`config.mk`:
```
export PLATFORM = sky130hd
export DESIGN_NAME = adder_rr_arbiter
export DESIGN_NICKNAME = d
export VERILOG_FILES = /design/src/rtl/adder_arb_pkg.sv /design/src/rtl/adder_rr_arbiter_number_adder.sv /design/src/rtl/adder_rr_arbiter.sv
export SDC_FILE = /design/constraint.sdc
export NUM_CORES = 1
export LEC_CHECK = 0
export ABC_AREA = 1
export BUFFER_PORTS_ARGS = -buffer_cell sky130_fd_sc_hd__buf_2
export CAP_MARGIN = 10
export CORE_MARGIN = 10
export CORE_UTILIZATION = 47
export DETAILED_ROUTE_END_ITERATION = 16
export PLACE_DENSITY = 0.86
export SYNTH_ARGS = -nofsm -noshare
export SYNTH_HDL_FRONTEND = slang
export SYNTH_SLANG_ARGS = --single-unit
```
`constraint.sdc`:
```
create_clock -name clock -period 2.8 [get_ports clock]
set_input_delay 0.56 -clock clock [delete_from_list [all_inputs] [get_ports clock]]
set_output_delay 0.56 -clock clock [all_outputs]
set_load 0.005 [all_outputs]
```
`src/rtl/adder_arb_pkg.sv`:
```
// Shared types and helpers for the round-robin shared-adder block.
package adder_arb_pkg;

  localparam int N_REQ_DEF = 4;
  localparam int WIDTH_DEF = 32;

  typedef enum logic [1:0] {
    IDLE = 2'd0,
    CALC = 2'd1,
    RESP = 2'd2
  } state_e;

  // Index width for n entries. The result is never below 1, so an
  // index port always has at least one bit.
  function automatic int clog2(input int n);
    int r;
    r = 1;
    for (int i = 1; i < 31; i++) begin
      if ((1 << i) < n) r = i + 1;
    end
    return r;
  endfunction

endpackage

```
`src/rtl/adder_rr_arbiter_number_adder.sv`:
```
// Shared datapath: WIDTH-bit add with carry in and carry out.
module number_adder #(
  parameter int WIDTH = 32
) (
  input  logic [WIDTH-1:0] a,
  input  logic [WIDTH-1:0] b,
  input  logic             cin,
  output logic [WIDTH-1:0] sum,
  output logic             cout
);

  logic [WIDTH:0] full;

  // One extra bit keeps the carry, so the sum is exact modulo 2^(WIDTH+1).
  assign full = {1'b0, a} + {1'b0, b} + {{WIDTH{1'b0}}, cin};
  assign sum  = full[WIDTH-1:0];
  assign cout = full[WIDTH];

endmodule

```
`src/rtl/adder_rr_arbiter.sv`:
```
// Round-robin arbiter in front of a single shared adder.
// Flow: IDLE (grant + capture) -> CALC (add + register) -> RESP (hold until taken).
module adder_rr_arbiter
  import adder_arb_pkg::*;
#(
  parameter int N_REQ = N_REQ_DEF,
  parameter int WIDTH = WIDTH_DEF
) (
  input  logic                     clock,
  input  logic                     rst_n,
  input  logic [N_REQ-1:0]         req_valid,
  output logic [N_REQ-1:0]         req_ready,
  input  logic [N_REQ*WIDTH-1:0]   req_a,
  input  logic [N_REQ*WIDTH-1:0]   req_b,
  input  logic [N_REQ-1:0]         req_cin,
  output logic                     rsp_valid,
  input  logic                     rsp_ready,
  output logic [clog2(N_REQ)-1:0]  rsp_id,
  output logic [WIDTH-1:0]         rsp_sum,
  output logic                     rsp_cout,
  output logic                     busy
);

  localparam int IDX_W = clog2(N_REQ);

  state_e                        state_q;
  logic [IDX_W-1:0]              last_grant_q;
  logic [N_REQ-1:0][WIDTH-1:0]   a_vec;
  logic [N_REQ-1:0][WIDTH-1:0]   b_vec;
  logic [WIDTH-1:0]              op_a_q;
  logic [WIDTH-1:0]              op_b_q;
  logic                          op_cin_q;
  logic [IDX_W-1:0]              op_id_q;
  logic [IDX_W-1:0]              cand;
  logic [IDX_W-1:0]              sel_idx;
  logic                          sel_found;
  logic [WIDTH-1:0]              add_sum;
  logic                          add_cout;

  // Flat operand buses viewed as per-requester lanes.
  assign a_vec = req_a;
  assign b_vec = req_b;

  // Round-robin search: first valid requester after last_grant, wrapping.
  // Untouched requesters keep their place since only a grant moves last_grant.
  always_comb begin
    sel_found = 1'b0;
    sel_idx   = '0;
    cand      = '0;
    for (int k = 1; k <= N_REQ; k++) begin
      cand = IDX_W'((int'(last_grant_q) + k) % N_REQ);
      if (!sel_found && req_valid[cand]) begin
        sel_found = 1'b1;
        sel_idx   = cand;
      end
    end
  end

  // One-hot accept, only offered in IDLE and never while reset is held.
  always_comb begin
    req_ready = '0;
    if (rst_n && (state_q == IDLE) && sel_found) req_ready[sel_idx] = 1'b1;
  end

  number_adder #(.WIDTH(WIDTH)) u_adder (
    .a    (op_a_q),
    .b    (op_b_q),
    .cin  (op_cin_q),
    .sum  (add_sum),
    .cout (add_cout)
  );

  // Control FSM with registered response and status outputs.
  always_ff @(posedge clock or negedge rst_n) begin
    if (!rst_n) begin
      state_q      <= IDLE;
      last_grant_q <= IDX_W'(N_REQ - 1);
      op_a_q       <= '0;
      op_b_q       <= '0;
      op_cin_q     <= 1'b0;
      op_id_q      <= '0;
      rsp_valid    <= 1'b0;
      rsp_id       <= '0;
      rsp_sum      <= '0;
      rsp_cout     <= 1'b0;
      busy         <= 1'b0;
    end else begin
      case (state_q)
        IDLE: begin
          if (sel_found) begin
            op_a_q       <= a_vec[sel_idx];
            op_b_q       <= b_vec[sel_idx];
            op_cin_q     <= req_cin[sel_idx];
            op_id_q      <= sel_idx;
            last_grant_q <= sel_idx;
            busy         <= 1'b1;
            state_q      <= CALC;
          end
        end
        CALC: begin
          rsp_sum   <= add_sum;
          rsp_cout  <= add_cout;
          rsp_id    <= op_id_q;
          rsp_valid <= 1'b1;
          state_q   <= RESP;
        end
        RESP: begin
          if (rsp_ready) begin
            rsp_valid <= 1'b0;
            busy      <= 1'b0;
            state_q   <= IDLE;
          end
        end
        default: begin
          rsp_valid <= 1'b0;
          busy      <= 1'b0;
          state_q   <= IDLE;
        end
      endcase
    end
  end

endmodule

```
==> Word-level counts from Yosys, hierarchy flattened <==
Index checks and enable logic that the tools add are counted.
{ "op_classes": {"n_mux": 32, "magnitude_cmp": 6, "bitwise": 2, "n_addsub": 6, "n_eq_ne": 4, "reduce_logical": 14} }
{ "op_table": {"columns": ["operator", "count"], "rows": [
  ["$bmux W32 S2", 2],
  ["$mux W32", 2],
  ["$add A32 B32 Y33", 1],
  ["$add A33 B1 Y33", 1],
  ["$lt A2 B3 Y1 const B", 5],
  ["$mux W1", 12],
  ["$mux W2", 6],
  ["$bmux W1 S2", 5],
  ["$logic_and A1 B1 Y1", 6],
  ["$pmux W1 S3", 2],
  ["$pmux W2 S3", 1],
  ["$reduce_and A2 Y1", 3],
  ["$add A2 B1 Y2 const B", 2],
  ["$add A2 B2 Y2 const B", 2],
  ["$mux W4", 1],
  ["$ne A2 B2 Y1 const B", 2],
  ["$logic_not A1 Y1", 3],
  ["$reduce_and A3 Y1", 1],
  ["$demux W1 S2", 1],
  ["$eq A2 B1 Y1 const B", 1],
  ["$eq A2 B2 Y1 const B", 1],
  ["$ge A2 B1 Y1 const B", 1],
  ["$logic_not A2 Y1", 1],
  ["$not A1 Y1", 2]
]} }
{ "word_totals": {"regBits": 108, "in_bits": 267, "word_cells": 75, "out_inout_bits": 41} }

==> Depth between registers and ports, before layout <==
{ "logic_depth": {"ltp_word": 18, "depth_mapped": 19, "ltp_nobuf": 16} }

==> By module <==
A second synthesis with hierarchy kept.
{ "unflattened": {"cells_unflattened": 1582, "area_unflattened_um2": 9335.2} }
{ "by_module_without_submodules": {"columns": ["module", "cells_per_inst", "instances", "area_per_inst_um2", "seq_area_each_um2"], "rows": [
  ["adder_rr_arbiter", 1080, 1, 6954.2, 2705.1],
  ["number_adder", 502, 1, 2381.0, 0.0]
]} }

==> Least setup slack after synthesis <==
OpenSTA, ideal clock, no wires.
{ "synth_path": {"path_kind": "register to output", "start": "reg last_grant_q[0]", "end": "out req_ready[0]", "setup_slack_ns": 0.361, "path_stages_with_launch": 14, "required_ns": 2.240, "n_path_buf": 3, "arrival_time_ns": 1.879, "cell_sequence": "dfstp_2 > buf_2 > inv_2 > nand2_1 > nand2_1 > nand2_2 > nand2_4 > nor2_4 > nand3_2 > nand2_2 > buf_6 > buf_4 > inv_2 > nor3_1"} }
{ "synth_between": {"elab_chain_cells": 18, "elab_cells_between_ends": 33, "classes_between": "4 x add/sub; 2 x order compare; 19 x mux; 8 x reduce/logical"} }
{ "synth_lines": {"columns": ["item", "line_no", "text"], "rows": [
  ["start, declared", "adder_rr_arbiter.sv:27", "logic [IDX_W-1:0] last_grant_q;"],
  ["start signal, assigned", "adder_rr_arbiter.sv:77", "last_grant_q <= IDX_W'(N_REQ - 1);"],
  ["start signal, assigned", "adder_rr_arbiter.sv:95", "last_grant_q <= sel_idx;"],
  ["$add A2 B1 Y2", "adder_rr_arbiter.sv:51", "cand = IDX_W'((int'(last_grant_q) + k) % N_REQ);"],
  ["$bmux W1 S2", "adder_rr_arbiter.sv:52", "if (!sel_found && req_valid[cand]) begin"],
  ["$mux W1 (not written as such)", "adder_rr_arbiter.sv:52", null],
  ["$mux W1", "adder_rr_arbiter.sv:52", null],
  ["$logic_not A1 Y1", "adder_rr_arbiter.sv:52", null],
  ["$logic_and A1 B1 Y1", "adder_rr_arbiter.sv:52", null],
  ["$mux W1", "adder_rr_arbiter.sv:52", null],
  ["$logic_not A1 Y1", "adder_rr_arbiter.sv:52", null],
  ["(+2 left out)", null, null],
  ["$logic_not A1 Y1", "adder_rr_arbiter.sv:52", null],
  ["$logic_and A1 B1 Y1", "adder_rr_arbiter.sv:52", null],
  ["$mux W2", "adder_rr_arbiter.sv:52", null],
  ["$lt A2 B3 Y1 (not written as such) or $ge A2 B1 Y1 (tied branches)", "adder_rr_arbiter.sv:62", "if (rst_n && (state_q == IDLE) && sel_found) req_ready[sel_idx] = 1'b1;"],
  ["$logic_and A1 B1 Y1 (not written as such)", "adder_rr_arbiter.sv:62", null],
  ["$mux W1 (not written as such)", "adder_rr_arbiter.sv:62", null],
  ["$demux W1 S2", "adder_rr_arbiter.sv:62", null],
  ["$mux W4 (*)", "adder_rr_arbiter.sv:62", null],
  ["end, declared", "adder_rr_arbiter.sv:12", "output logic [N_REQ-1:0] req_ready,"]
]} }
Mark *: on every way between the ends. The rest lies on a longest branch, timed or not. The select of a mux whose other input is x is not followed.

==> Final worst setup path <==
{ "layout_path": {"start": "reg last_grant_q[0]", "end": "out req_ready[3]"} }
Same word-level chain as after synthesis.

==> results.sh <==
export IMPL_met3WireLength_um=3024
export IMPL_hp_class="input port to async pin"
export IMPL_fill_cells=1826
export IMPL_finalWorstSetupSlack_ns=0.05731
export IMPL_yosys_warnings=0
export IMPL_grt_remaining_overflow=0
export IMPL_setup_viol=0
export IMPL_synth_edf_count=0
export IMPL_fin_skew_ns=0.008985
export IMPL_hold_ws_ns=0.4266
export IMPL_synth_largest_area_cell="nand2_1"
export IMPL_drc=0
export IMPL_p_comb_share_pct=76.2
export IMPL_die_h_um=157.0
export IMPL_multi_input_area_um2=5603
export IMPL_pwr_share_seq_pct=16.4
export IMPL_fin_util_pct=58.98
export IMPL_grt_max_degree=131
export IMPL_pin_count=308
export IMPL_grt_pass1_vias=10170
export IMPL_syn_area_um2=8826
export IMPL_wl_per_cell_um=17.55
export IMPL_internal_power_uw=7586
export IMPL_drtAntennaViolNets=0
export IMPL_numCtsBuffers=9
export IMPL_dr_pass1_iters=5
export IMPL_regArea_um2=2705
export IMPL_arrival_ns=2.18
export IMPL_gr_usage_all_layers_pct=27.54
export IMPL_status="finished, final reports clean"
export IMPL_area_delta_synth_final_pct=24.17
export IMPL_cts_tree="done"
export IMPL_vdd_drop_max_mv=1.131
export IMPL_gp_congestion=0.9871
export IMPL_finalHoldViolations=0
export IMPL_cp_max_fo=4
export IMPL_via_count=10520
export IMPL_clk_insertion_delay_late_ns=0.36
export IMPL_netlist_area_leader_share_pct=35.30
export IMPL_ys_ff_latch=108
export IMPL_grt_pass1_wl_um=53520
export IMPL_clock_path_buffers=2
export IMPL_final_cell_mix="817 x nand2_1, 306 x buf_2, 177 x nand3_1"
export IMPL_syn_area_per_cell_um2=5.963
export IMPL_maxSlewViolCount=0
export IMPL_highest_layer="met5"
export IMPL_die_area_um2=24660
export IMPL_drt_wl_total_um=34980
export IMPL_cts_num_sinks=108
export IMPL_detailed_place_area_um2=10450
export IMPL_die_w_um=157.0
export IMPL_r2r_slack_ns=0.11
export IMPL_fin_crit_sh_pct=97.95
export IMPL_fin_nets=2050
export IMPL_start_kind="register"
export IMPL_dp_hpwl_um=28110
export IMPL_tns_ns=0
export IMPL_clk_pin_slew_worst_paths_ns=0.07
export IMPL_tightest_slew_ns=0.7631
export IMPL_syn_nets=1780
export IMPL_slew_limit_headroom_pct=49.13
export IMPL_antenna_found_initial=4
export IMPL_critPathKind="register to output port"
export IMPL_final_common_cell="nand2_1"
export IMPL_pre_cts_ws_ns=0.1626
export IMPL_power_per_cell_area_nw_per_um2=1641
export IMPL_period_minus_slack_ns=2.743
export IMPL_fin_area_um2=10960
export IMPL_swShare_pct=57.82
export IMPL_async_reset_ff_share_pct=100.0
export IMPL_syn_inst=1480
export IMPL_rows=50
export IMPL_initial_core_util_pct=47.50
export IMPL_synth_main_ff_cell="dfrtp_1"
export IMPL_htree_levels=3
export IMPL_coreArea_um2=18580
export IMPL_drive_above_1_share_pct=22.28
export IMPL_drv_cap=0
export IMPL_root_buffer="clkbuf_16"
export IMPL_p_sw_uw=10400
export IMPL_via_per_inst=5.280
export IMPL_cp_end_kind="output port"
export IMPL_p_clk_share_pct=7.5
export IMPL_drtIter0Drc=1046
export IMPL_m1WireLength_um=14900
export IMPL_port_buffers=307
export IMPL_cp_data_required_time_ns=2.24
export IMPL_synth_distinct_cells=39
export IMPL_p_leak_uw=0.006540
export IMPL_ys_seq_area_share_pct=30.65
export IMPL_yosys_top_cells_area="nand2_1 35%, dfrtp_1 30%, nand3_1 10%, ha_1 4.4%, nor2_1 2.4%"
export IMPL_wl_met2_um=16220
export IMPL_fmax_mhz=364.6
## layout make-up
| class | instances | share of cell area [%] |
|---|---|---|
| Multi-Input combinational cell | 1238 | 51.12 |
| Sequential cell | 108 | 24.68 |
| Timing Repair Buffer | 336 | 16.60 |
| Tap cell | 234 | 2.672 |
| Clock buffer | 12 | 2.340 |
| Inverter | 57 | 1.975 |
| Clock inverter | 4 | 0.5138 |
| Antenna cell | 4 | 0.09133 |
## sequential cells by signal, summed over array words and instances, names as in the netlist
signal,flops
busy,1
last_grant_q,2
op_a_q,32
op_b_q,32
op_cin_q,1
op_id_q,2
rsp_cout,1
rsp_id,2
rsp_sum,32
rsp_valid,1
state_q,2
## kinds of logic (layout without fill, tap and decap cells)
| logic type | after synthesis | in the layout | share of synthesized area, % |
|---|---|---|---|
| AO/OA/AOI/OAI | 96 | 96 | 6.053 |
| XOR/XNOR | 10 | 10 | 0.9924 |
| adder cells (fa/ha/maj) | 33 | 33 | 4.848 |
| buffers and inverters | 134 | 409 | 7.159 |
| flip-flops | 108 | 108 | 30.65 |
| other | 0 | 4 | 0 |
| AND/OR/NAND/NOR | 1099 | 1099 | 50.30 |
## Yosys cell counts (5+ instances only)
| cell type | n |
|---|---|
| nand2_1 | 830 |
| nand3_1 | 178 |
| dfrtp_1 | 106 |
| nor2_1 | 56 |
| inv_1 | 51 |
| o21ai_0 | 38 |
| buf_2 | 37 |
| a21oi_1 | 35 |
| ha_1 | 31 |
| buf_4 | 18 |
| clkbuf_1 | 14 |
| nor3_1 | 14 |
| xnor2_1 | 9 |
| buf_1 | 6 |
| o21bai_1 | 6 |
| a21o_1 | 5 |
| inv_2 | 5 |
## power groups by stage
stage | registers [uW] | logic [uW] | clock network (uW)
finish | 2940 | 13700 | 1340
global route | 3020 | 15300 | 1400
CTS | 2930 | 13200 | 1350
detailed placement | 2960 | 12900 | 0
global placement | 2940 | 12800 | 0
floorplan | 2770 | 9720 | 0
## path summary, 6_finish.rpt
kind	start	endpoint	depth (start not counted)
max	last_grant_q[0]	req_ready[3]	11
min	rst_n	op_id_q[0]	2
max reg2reg	last_grant_q[0]	op_a_q[18]	15
min reg2reg	rsp_sum[24]	rsp_sum[24]	2
max in group asynchronous	rst_n	rsp_sum[18]	2
min in group clock	rsp_ready	state_q[1]	4
## layer usage
metal,track usage (%),vias up
met5,0,-
met4,7.881,2
met3,6.332,64
met2,44.87,468
met1,35.76,4759
li1,-,5230
## critical path: stages (launching register included)
cell	delay [ns]
dfstp_2	0.57
buf_4	0.13
nand2_1	0.05
nand2_1	0.09
nand2_2	0.08
nand2_4	0.09
nor2_1	0.06
a21boi_2	0.21
nand2_1	0.12
a21oi_4	0.23
nor3_2	0.07
buf_2	0.13
## timing repair
item	in CTS	in global routing
setup buffers	6	7
hold endpoints to repair	0	0
hold buffers	0	0
pin swaps	0	8
setup endpoints to repair	4	7
gates resized for setup	3	21
## through the flow
stage               instances  total power, uW
detailed placement       1960            15880
floorplan                1480            12490
global route             1991            19760
global placement         1960            15760
finish                   1993            17980
CTS                      1982            17480
(Power assumes the default switching activity.)
